[src/rtl/pcre_chain_engine.sv]
`default_nettype none
// ============================================================================
// pcre_chain_engine : one-hot NFA over DEPTH class-gated positions with
// optional self-loops; match_count logic built only with PCRE_CHAIN_MATCH_COUNT_EN.
// Revision: 1.0
// ============================================================================
module pcre_chain_engine #(
  parameter int                 NUM_CLASSES = 128,
  parameter int                 DEPTH       = 11,
  parameter logic [DEPTH*8-1:0] CLASS_SEL   = {DEPTH{8'd0}},
  parameter logic [DEPTH-1:0]   LOOP_MASK   = {DEPTH{1'b0}},
  parameter bit                 ANCHORED    = 1'b0,
  parameter int                 OFF_W       = 16,
  parameter int                 CNT_W       = 8
) (
  input  logic                   clk,
  input  logic                   rst,
  input  logic                   sod,
  input  logic                   en,
  input  logic [NUM_CLASSES-1:0] cls_in,
  output logic                   match,
  output logic                   match_pulse,
  output logic [OFF_W-1:0]       match_offset,
  output logic [CNT_W-1:0]       match_count,
  output logic [DEPTH-1:0]       state_vec
);

  localparam int c_CLS_SPAN = 256;

  logic [DEPTH-1:0]      r_state;
  logic [DEPTH-1:0]      w_next;
  logic                  r_first;
  logic                  r_match;
  logic                  r_pulse;
  logic [OFF_W-1:0]      r_byte_cnt;
  logic [OFF_W-1:0]      r_offset;
  logic [c_CLS_SPAN-1:0] w_cls_ext;
  logic                  w_start;
  logic                  w_hit;
  logic                  w_unused_cls;

  // Widen the class bus to the full 8-bit index range so selects never run off the end.
  for (genvar j = 0; j < c_CLS_SPAN; j++) begin : g_cls_ext
    if (j < NUM_CLASSES) begin : g_live
      assign w_cls_ext[j] = cls_in[j];
    end else begin : g_pad
      assign w_cls_ext[j] = 1'b0;
    end
  end

  assign w_unused_cls = ^w_cls_ext;
  assign w_start      = ANCHORED ? r_first : 1'b1;

  for (genvar i = 0; i < DEPTH; i++) begin : g_pos
    localparam logic [7:0] c_SEL = CLASS_SEL[8*i +: 8];
    logic w_prev;
    if (i == 0) begin : g_head
      assign w_prev = w_start;
    end else begin : g_link
      assign w_prev = r_state[i-1];
    end
    assign w_next[i] = w_cls_ext[c_SEL] & (w_prev | (LOOP_MASK[i] & r_state[i]));
  end

  // Completion is taken from the next-state term so match lands on the consuming edge.
  assign w_hit = en & w_next[DEPTH-1];

  always_ff @(posedge clk) begin
    if (rst || sod) begin
      r_state    <= '0;
      r_first    <= 1'b1;
      r_match    <= 1'b0;
      r_pulse    <= 1'b0;
      r_byte_cnt <= '0;
      r_offset   <= '0;
    end else begin
      r_pulse <= 1'b0;
      if (en) begin
        r_state <= w_next;
        r_first <= 1'b0;
        if (r_byte_cnt != {OFF_W{1'b1}}) begin
          r_byte_cnt <= r_byte_cnt + OFF_W'(1);
        end
        if (w_hit && !r_match) begin
          r_match  <= 1'b1;
          r_pulse  <= 1'b1;
          r_offset <= r_byte_cnt;
        end
      end
    end
  end

`ifdef PCRE_CHAIN_MATCH_COUNT_EN
  logic [CNT_W-1:0] r_count;

  always_ff @(posedge clk) begin
    if (rst || sod) begin
      r_count <= '0;
    end else if (w_hit && (r_count != {CNT_W{1'b1}})) begin
      r_count <= r_count + CNT_W'(1);
    end
  end

  assign match_count = r_count;
`else
  assign match_count = '0;
`endif

  assign match        = r_match;
  assign match_pulse  = r_pulse;
  assign match_offset = r_offset;
  assign state_vec    = r_state;

endmodule
`default_nettype wire

[config.mk]
export PLATFORM = sky130hd
export DESIGN_NAME = pcre_chain_engine
export DESIGN_NICKNAME = d
export VERILOG_FILES = /design/src/rtl/pcre_chain_engine.sv
export SDC_FILE = /design/constraint.sdc
export NUM_CORES = 1
export LEC_CHECK = 0
export ABC_AREA = 1
export ABC_CLOCK_PERIOD_IN_PS = 4090
export BUFFER_PORTS_ARGS = -buffer_cell sky130_fd_sc_hd__buf_4
export CAP_MARGIN = 10
export CORE_ASPECT_RATIO = 0.8
export CORE_MARGIN = 5
export CORE_UTILIZATION = 38
export CTS_CLUSTER_SIZE = 30
export DETAILED_ROUTE_END_ITERATION = 10
export MAX_ROUTING_LAYER = met4
export PLACE_DENSITY_LB_ADDON = 0.1
export REMOVE_ABC_BUFFERS = 1
export SKIP_LAST_GASP = 1
export SYNTH_ARGS = -nofsm -noshare
export SYNTH_HDL_FRONTEND = slang
export SYNTH_SLANG_ARGS = --single-unit
export TNS_END_PERCENT = 20
[constraint.sdc]
create_clock -name clk -period 4.09 [get_ports clk]
set_clock_uncertainty 0.2 [all_clocks]
set_input_delay 0.2045 -clock clk [delete_from_list [all_inputs] [get_ports clk]]
set_output_delay 0.2045 -clock clk [all_outputs]
set_load 0.005 [all_outputs]
==> results of run 1 <==
## logic make-up after synthesis
logic type               count (synthesis)  share of synthesized area
AND/OR/NAND/NOR                        157                      0.346
buffers and inverters                   46                      0.112
AO/OA/AOI/OAI                           45                      0.107
flip-flops                              45                      0.428
adder cells (fa/ha/maj)                  1                    0.00594
other                                    1                    0.00178
## final cells by class
| cell class | instances | area, um^2 |
|---|---|---|
| fill | 595 | 3000 |
| multi-input combinational | 211 | 996 |
| sequential | 45 | 901 |
| timing repair buffer | 34 | 255 |
| inverter | 25 | 93.8 |
| tap | 65 | 81.3 |
| clock buffer | 6 | 72.6 |
| clock inverter | 2 | 10.0 |
## layout by cell type, fill, tap and decap left out, types with 5 or more instances in the layout
cell and n:
clkbuf_8 5, conb_1 8, nor2_1 59, buf_4 34
inv_1 23, nand2_1 56, nand3_1 18, dfxtp_1 45
nand4_1 5, o21ai_0 17, a21oi_1 28, nand3_2 6
## synthesized netlist by cell type, drive strengths merged
cell type  instances
nand3b             1
ha                 1
nand4              6
nand2             59
o21ai             17
buf               17
inv               25
clkbuf             4
conb               1
nor3               2
a21oi             28
nor2              65
nand3             24
dfxtp             45
## per-layer routing
metal,vias up,GRT usage,wire length [um]
li1,977,-,-
met1,804,0.204,2520
met2,29,0.206,1980
met3,8,0.0346,184
met4,0,0.0439,63
met5,-,-,0
## flip-flops by register name, indices dropped and copies added, names as in the netlist
register,flops
match_pulse,1
r_byte_cnt,16
match,1
state_vec,11
match_offset,16
## stage by stage
stage / hold slack [ns] / total power [mW] / std cells
after floorplan: 0.152 / 0.466 / 281
after global placement: 0.259 / 0.480 / 380
after detailed placement: 0.267 / 0.480 / 380
after CTS: 0.0233 / 0.748 / 388
after global routing: 0.0312 / 0.774 / 388
final: 0.0338 / 0.732 / 388
## power by group
| group | leakage [nW] | internal, mW | switching [mW] |
|---|---|---|---|
| combinational | 0.540 | 0.00852 | 0.0205 |
| sequential | 0.363 | 0.439 | 0.00170 |
| clock | 0.0450 | 0.118 | 0.144 |
## tightest hold or removal path: stages
cell and delay, ns:
buf_4 0.15, nand3_1 0.08, a21oi_1 0.05
## how the worst min path moves through the flow
stage	cells after the start	slack, ns	startpoint	to
2_1_floorplan	2	0.15	en	state_vec[1]
6_report	3	0.03	cls_in[0]	state_vec[5]
3_3_place_gp	2	0.26	state_vec[10]	state_vec[10]
3_5_place_dp	2	0.27	state_vec[10]	state_vec[10]
5_1_grt	3	0.03	cls_in[0]	state_vec[6]
4_1_cts	3	0.02	cls_in[0]	state_vec[6]
==> flow_summary_export.csv, run 1 <==
group,metric,value,unit
place,hpwl,3450,um
setup_path,critical_path.slowest_cell,"dfxtp_1",
synthesis,syn_area_per_cell,7.14,um^2
floorplanning,io_pins,169,
global_route,grt_pass1_vias,1670,
clock_network,h-tree-depth,2,
floorplanning,fp.dieH,76.6,um
timing,layout_setup_ws,2.28,ns
floorplanning,die_area,0.00714,mm^2
timing,fin_crit_sh,0.443,
timing,relSlewSlack,0.649,
layout,layout-drive-gt1-share,0.186,
clock_network,ctsResizeCount,0,
setup_path,critPathTopFamily,"simple AND/OR/NAND/NOR gates",
synthesis,syn_inst,295,
setup_path,startpoint_type,"register",
setup_path,reg2regPathDepth,7,
synthesis,yosysTopAreaCell,"dfxtp_1",
synthesis,seq_area_frac_synth,0.428,
setup_path,critical_path_required,4.13,ns
flow_run,maxCapViolations,0,
setup_path,worstPathCellList,"ha_1 -> nand2_1 -> nor2_1 -> nand2_1 -> nand3b_1 -> nand2_1 -> nor2_1",
drt,drc,0,
clock_network,clk_path_buf_depth,2,
synthesis,synthDistinctLibCells,24,
floorplanning,initial_core_util,0.390,
layout,area.growth.synth_to_final,14.4,%
setup_path,r2r-start,"r_byte_cnt[0]",
clock_network,clkSinkCount,45,
floorplanning,rows,24,
clock_network,cts_tree,"built",
power_and_ir_drop,ir_drop,0.000168,V
timing,drv_slew,0,
clock_network,clock_latency,0.30,ns
clock_network,post_cts_buffers,0,
timing,period_needed,1.81,ns
setup_path,critPathMaxFanout,11,
outcome,status,"completed",
timing,rsz0062_at_grt,"false",
drt,wire_per_inst,12.2,um
global_route,grt.total_usage,0.146,
layout,final_core_util,0.446,
floorplanning,die_x,93.3,um
synthesis,syn_area,0.00211,mm^2
floorplanning,core_region_area,0.00541,mm^2
drt,drt_iter0_drc,63,
setup_path,crit_start,"r_byte_cnt[0]",
place,portBuffers,33,
synthesis,yosysTopAreaCellShare,0.428,
setup_path,rrSetupSlack,2.28,ns
setup_path,cp_data_arrival_time,1.85,ns
place,postPlaceCellArea,0.00233,mm^2
setup_path,timing.rr.end,"r_byte_cnt[1]",
drt,first_pass_iters,4,
global_route,antenna_found_initial,0,
synthesis,synth.area.top_cells,"dfxtp_1 (43%), nor2_1 (11%), nand2_1 (10%)",
timing,finalSetupViolCount,0,
timing,max_freq,552,MHz
timing,hold_viol,0,
drt,ant_nets,0,
setup_path,cp-end-kind,"register",
layout,fin_area,0.00241,mm^2
place,gp_congestion,0.876,
layout,antenna_cells,0,
clock_network,cts-root-buf,"clkbuf_8",
timing,worst_pin_slew,0.525,ns
clock_network,cts_buffers,5,
drt,vias,1818,
clock_network,ctsHoldBuffers,0,
power_and_ir_drop,p_leak,0.948,nW
global_route,grt_max_degree,32,
drt,viasPerCell,4.69,
setup_path,setup.worst_path.end,"r_byte_cnt[1]",
setup_path,critical_path_class,"reg -> reg",
layout,nets,455,
synthesis,ys_seq_elements,45,
setup_path,crit_cells,7,
timing,fin_tns_setup,0,ns
setup_path,worst-path-buf-inv,0,
power_and_ir_drop,power_density,304,mW/mm^2
synthesis,yosys_warnings,0,
place,preCtsSetupSlack,2.24,ns
setup_path,worst_path_most_repeated_cell,"nand2_1",
setup_path,slowest_delay,0.45,ns
drt,wl,4740,um
min_path,hold_class,"in -> reg",
clock_network,clkSlewWorstSetupHoldPaths,0.08,ns
global_route,overflow,0,
global_route,grt_pass1_wl,8060,um
Note: power is estimated with default switching activity, not from simulation.
==> inputs of run 2 (changes only) <==
Settings changed: ABC_AREA 1 to 0, ABC_CLOCK_PERIOD_IN_PS 4090 to 1500, CORE_UTILIZATION 38 to 33.
Clock period 4.09 ns to 1.5 ns, I/O delays scaled along.
==> run 2 against run 1 <==
The flow now finishes with violations (setup timing). Via count is 3.6% lower. Hold slack better by 0.0029 ns. Wire length shrank 5.8%. Sequential cell count unchanged. Maximum frequency up 2.2%. Non-clock buffer count increased by 40.
==> flow_summary_export.csv, run 2 <==
group,metric,value,unit
layout,fin_area,0.00255,mm^2
setup_path,critical_path_class,"reg -> reg",
clock_network,clkSlewWorstSetupHoldPaths,0.08,ns
setup_path,startpoint_type,"register",
setup_path,slowest_delay,0.49,ns
flow_run,maxCapViolations,0,
timing,hold_viol,0,
setup_path,critPathTopFamily,"simple AND/OR/NAND/NOR gates",
floorplanning,core_region_area,0.00541,mm^2
global_route,grt_max_degree,29,
layout,final_core_util,0.472,
layout,multi_input_area,870,um^2
synthesis,yosys_most_used_dff,"dfxtp_1",
layout,regArea,911,um^2
floorplanning,die_x,93.2,um
synthesis,seq_area_frac_synth,0.492,
floorplanning,io_pins,169,
synthesis,yosysMostFrequentCell,"dfxtp_1",
synthesis,syn_area,0.00183,mm^2
layout,area.growth.synth_to_final,39.5,%
place,postPlaceCellArea,0.00235,mm^2
synthesis,yosysTopAreaCellShare,0.492,
power_and_ir_drop,p_sw_frac,0.220,
drt,wl,4470,um
power_and_ir_drop,combPwrFrac,0.040,
min_path,hold_class,"in -> reg",
synthesis,ys_seq_elements,45,
setup_path,worstPathCellList,"nand3_2 -> or3_4 -> or4_4 -> a21oi_2",
timing,whs,0.0368,ns
drt,drc,0,
setup_path,critPathMaxFanout,8,
power_and_ir_drop,power.switching,0.453,mW
synthesis,synthSimpleGateAreaFrac,0.246,
clock_network,clock_latency,0.29,ns
drt,wire_per_inst,12.6,um
layout,nets,423,
timing,rsz0062_at_grt,"true",
synthesis,synth-xor-area-share,0,
timing,drv_slew,0,
floorplanning,rows,24,
drt,first_pass_iters,4,
drt,drt_iter0_drc,74,
drt,vias,1753,
global_route,antenna_found_initial,0,
timing,finalSetupViolCount,16,
synthesis,postSynth.asyncResetShare,0,
timing,period_needed,1.77,ns
global_route,grt.total_usage,0.130,
setup_path,cp_data_arrival_time,1.80,ns
synthesis,syn_area_per_cell,8.17,um^2
clock_network,clkSinkCount,45,
clock_network,cts_buffers,5,
power_and_ir_drop,power_density,805,mW/mm^2
layout,layout-drive-gt1-share,0.326,
setup_path,critical_path.slowest_cell,"or4_4",
layout,layout_commonest_cell,"buf_4",
global_route,overflow,0,
layout,final_cell_mix,"buf_4 (70), nand2_1 (39), dfxtp_1 (39), a21oi_1 (31), nor2_1 (18)",
place,hpwl,3360,um
setup_path,cp-end-kind,"register",
power_and_ir_drop,clockPowerShare,0.377,
timing,layout_setup_ws,-0.273,ns
clock_network,h-tree-depth,2,
synthesis,synthDistinctLibCells,30,
synthesis,synth_top_family_by_area,"simple AND/OR/NAND/NOR gates",
synthesis,synth.area.top_cells,"dfxtp_1 (49%), a21oi_1 (8.8%), nand2_1 (8.2%)",
place,gp_congestion,0.802,
power_and_ir_drop,ir_drop,0.000404,V
synthesis,synth_edf_count,0,
clock_network,cts-root-buf,"clkbuf_8",
outcome,status,"finished, violations left",
synthesis,yosys-top-cells-count,"dfxtp_1 (45), nand2_1 (40), a21oi_1 (32)",
layout,layout.cells.non_filler,356,
drt,viasPerCell,4.92,
place,place_inst,343,
power_and_ir_drop,seqPwrFrac,0.583,
power_and_ir_drop,p_leak,1.00,nW
synthesis,yosys_warnings,0,
timing,max_freq,564,MHz
synthesis,synthAdderAreaFrac,0.00684,
drt,ant_nets,0,
setup_path,critical_path_required,1.52,ns
synthesis,synth_mux_area_frac,0,
layout,num-fill-cells,547,
clock_network,cts_tree,"built",
floorplanning,initial_core_util,0.338,
floorplanning,die_area,0.00714,mm^2
timing,fin_crit_sh,1.18,
outcome,violations,"setup timing",
synthesis,syn_inst,224,
setup_path,worst-path-buf-inv,0,
power_and_ir_drop,intPower,1.60,mW
global_route,grt_pass1_vias,1572,
floorplanning,fp.dieH,76.6,um
synthesis,synth_compound_area_frac,0.178,
layout,antenna_cells,0,
clock_network,clk_path_buf_depth,2,
synthesis,yosysTopAreaCell,"dfxtp_1",
global_route,grt_pass1_wl,7460,um
place,portBuffers,33,
[run 2: changes by cell type in the layout (fill, tap and decap cells not counted), sizes merged, moves of 5 or more]
cell,previous run,this run
or3,0,5
nand3,24,9
o21ai,17,7
nand2,59,40
a22oi,0,8
inv,25,5
nor2,65,18
buf,34,71
[run 2: power groups by stage]
stage          combinational, mW  clock (mW)  sequential, mW
3_3_place_gp              0.0734           0            1.23
3_5_place_dp              0.0720           0            1.23
6_report                  0.0815       0.775            1.20
4_1_cts                   0.0810       0.809            1.20
2_1_floorplan             0.0313           0            1.23
5_1_grt                   0.0906       0.859            1.20
[run 2: per-layer routing]
| layer | wire, um | part of all wire | up-vias | GRT usage |
|---|---|---|---|---|
| li1 | - | - | 907 | - |
| met1 | 2290 | 0.51 | 801 | 0.180 |
| met2 | 1920 | 0.43 | 41 | 0.188 |
| met3 | 230 | 0.051 | 4 | 0.0346 |
| met4 | 25 | 0.0056 | 0 | 0.0337 |
| met5 | 0 | 0 | - | - |
[run 2: path summary, 6_finish.rpt]
check	start	to	slack, ns	cells past startpoint
hold reg to reg	match_offset[7]	match_offset[7]	0.26	2
setup reg to reg	r_byte_cnt[1]	r_byte_cnt[9]	-0.27	4
setup / recovery	r_byte_cnt[1]	r_byte_cnt[9]	-0.27	4
hold / removal	en	r_byte_cnt[1]	0.04	4
[run 2: metrics by stage]
step | TNS [ns] | setup WS, ns | power [mW]
2_1_floorplan | -3.83 | -0.405 | 1.26
3_3_place_gp | -3.13 | -0.350 | 1.30
3_5_place_dp | -3.49 | -0.395 | 1.30
4_1_cts | -2.76 | -0.292 | 2.09
5_1_grt | -4.02 | -0.342 | 2.15
6_report | -2.18 | -0.273 | 2.05
[run 2: cell type report]
class | count | share of cell area
timing repair buffer | 74 | 0.225
tap | 65 | 0.0319
clock inverter | 2 | 0.00539
clock buffer | 6 | 0.0324
sequential | 45 | 0.357
multi-input combinational | 159 | 0.341
inverter | 5 | 0.00735
[run 2: timing repair]
action / 4_1_cts / 5_1_grt
pin swaps: 7 / 2
setup endpoints to repair: 16 / 19
hold endpoints to repair: 6 / 0
hold buffers: 3 / 0
gates resized for setup: 12 / 6
setup buffers: 2 / 0
gates cloned: 0 / 0
[run 2: logic make-up after synthesis]
group,Yosys count
and+or+nand+nor,94
AOI/OAI and AO/OA,56
other,1
DFF,45
adders and majority gates,1
buffers and inverters,27
[run 2: worst register-to-register path, delay by kind of cell, from the launching register on]
| kind | cells | cell delay, ns |
|---|---|---|
| simple gates | 3 | 1.01 |
| flops | 1 | 0.37 |
| compound gates | 1 | 0.13 |
==> inputs of run 3 (changes only) <==
Settings changed: PLACE_DENSITY set to 0.76, PLACE_DENSITY_LB_ADDON 0.1 to unset.
==> run 3 against run 2 <==
Non-clock buffer count rose by 2. Cell count increased by 0.56%. Wire length shrank 1.3%. The flow still finishes with violations (setup timing). Worst setup slack lost 0.020 ns. Largest cell class unchanged. First-iteration DRC count up 91%.
==> flow_summary_export.csv, run 3 (synthesis results as in run 2) <==
group,metric,value,unit
floorplanning,initial_core_util,0.338,
global_route,grt_pass1_vias,1737,
global_route,antenna_found_initial,0,
power_and_ir_drop,p_sw_frac,0.198,
timing,drv_slew,0,
floorplanning,die_x,93.2,um
place,preCtsSetupSlack,-0.296,ns
setup_path,cp_data_arrival_time,1.81,ns
clock_network,clock_latency,0.29,ns
clock_network,clk_path_buf_depth,2,
flow_run,maxCapViolations,0,
outcome,status,"finished, violations left",
drt,drt_iter0_drc,141,
drt,vias,1797,
min_path,whs_endpoint,"r_byte_cnt[1]",
clock_network,h-tree-depth,2,
floorplanning,die_area,0.00714,mm^2
place,portBuffers,33,
timing,period_needed,1.79,ns
layout,final_cell_mix,"buf_4 (70), nand2_1 (39), dfxtp_1 (38), a21oi_1 (32), nor2_1 (18)",
drt,viasPerCell,5.02,
setup_path,slowest_delay,0.47,ns
layout,nets,425,
layout,layout.cells.non_filler,358,
setup_path,critPathMaxFanout,6,
setup_path,critical_path.slowest_cell,"or4_1",
layout,layout_commonest_cell,"buf_4",
power_and_ir_drop,p_leak,0.999,nW
layout,antenna_cells,0,
setup_path,r2r-start,"r_byte_cnt[2]",
layout,area.growth.synth_to_final,40.5,%
layout,layout-drive-gt1-share,0.311,
min_path,hp-start,"en",
power_and_ir_drop,ir_drop,0.000431,V
outcome,violations,"setup timing",
global_route,overflow,0,
power_and_ir_drop,clockPowerShare,0.420,
drt,wire_per_inst,12.3,um
place,place_inst,344,
clock_network,cts_buffers,5,
place,gp_congestion,0.885,
power_and_ir_drop,power_density,861,mW/mm^2
place,hpwl,3140,um
timing,hold_viol,0,
timing,max_freq,558,MHz
drt,drc,0,
clock_network,cts_tree,"built",
power_and_ir_drop,seqPwrFrac,0.542,
setup_path,startpoint_type,"register",
setup_path,rrSetupSlack,-0.29,ns
setup_path,cp-end-kind,"register",
power_and_ir_drop,combPwrFrac,0.038,
setup_path,critical_path_required,1.52,ns
floorplanning,fp.dieH,76.6,um
timing,layout_setup_ws,-0.293,ns
setup_path,worstPathCellList,"nand2_1 -> or3_4 -> or4_1 -> a21oi_1",
drt,ant_nets,0,
global_route,grt_pass1_wl,7590,um
global_route,grt_max_degree,21,
clock_network,clkSlewWorstSetupHoldPaths,0.08,ns
min_path,hold-path-cell-count,4,
setup_path,critical_path_class,"reg -> reg",
clock_network,cts-root-buf,"clkbuf_8",
power_and_ir_drop,power.switching,0.438,mW
setup_path,timing.rr.end,"r_byte_cnt[9]",
floorplanning,rows,24,
drt,wl,4410,um
timing,whs,0.0213,ns
drt,first_pass_iters,4,
power_and_ir_drop,intPower,1.77,mW
timing,rsz0062_at_grt,"true",
timing,fin_crit_sh,1.20,
clock_network,clkSinkCount,45,
power_and_ir_drop,fin_total_pwr,2.21,mW
global_route,grt.total_usage,0.131,
floorplanning,core_region_area,0.00541,mm^2
setup_path,reg2regPathDepth,4,
timing,finalSetupViolCount,16,
floorplanning,io_pins,169,
min_path,hold_class,"in -> reg",
==> run 3: stage by stage <==
step                TNS, ns  instance area (um^2)  utilization
floorplan             -3.83                  1740            -
global placement      -2.63                  2360        0.436
detailed placement    -3.07                  2360        0.436
CTS                   -2.87                  2530        0.469
global route          -4.28                  2570        0.475
finish                -2.77                  2570        0.475
==> run 3: worst max-delay path by stage <==
| stage | start | endpoint | slack (ns) | depth (start not counted) |
|---|---|---|---|---|
| after global routing | r_byte_cnt[2] | r_byte_cnt[11] | -0.39 | 4 |
| after floorplan | r_byte_cnt[4] | r_byte_cnt[9] | -0.41 | 4 |
| after detailed placement | r_byte_cnt[7] | r_byte_cnt[9] | -0.30 | 4 |
| after global placement | r_byte_cnt[7] | r_byte_cnt[9] | -0.26 | 4 |
| final | r_byte_cnt[2] | r_byte_cnt[9] | -0.29 | 4 |
| after CTS | r_byte_cnt[4] | r_byte_cnt[9] | -0.25 | 4 |
==> run 3: worst max-delay path: cells and delay by family, from the launching register on <==
kind               cells  cell delay, ns
and+or+nand+nor        3            1.01
DFF                    1            0.39
AOI/OAI and AO/OA      1            0.13
==> run 3: final cells by class <==
| cell class | count | area [um^2] |
|---|---|---|
| Sequential cell | 45 | 910 |
| Timing Repair Buffer | 76 | 597 |
| Inverter | 5 | 18.8 |
| Multi-Input combinational cell | 159 | 847 |
| Fill cell | 527 | 2840 |
| Clock inverter | 1 | 30.0 |
| Clock buffer | 7 | 86.3 |
| Tap cell | 65 | 81.3 |
==> run 3: power groups by stage <==
stage          logic (mW)  clock network (mW)  registers (mW)
4_1_cts            0.0811               0.952            1.20
6_report           0.0837               0.930            1.20
5_1_grt            0.0935                1.00            1.20
2_1_floorplan      0.0313                   0            1.23
3_3_place_gp       0.0731                   0            1.23
3_5_place_dp       0.0729                   0            1.23
==> run 3: layer usage <==
metal,GRT usage,routed length [um]
met1,0.173,2200
met2,0.199,1930
met3,0.0267,228
met4,0.0425,62
met5,-,0
==> run 3: repair_timing <==
item / CTS / global route
pin swaps: 7 / 0
setup buffers: 1 / 1
hold buffers: 4 / 0
cloned: 0 / 0
setup endpoints to repair: 16 / 17
resized for setup: 6 / 7
hold endpoints to repair: 8 / 0
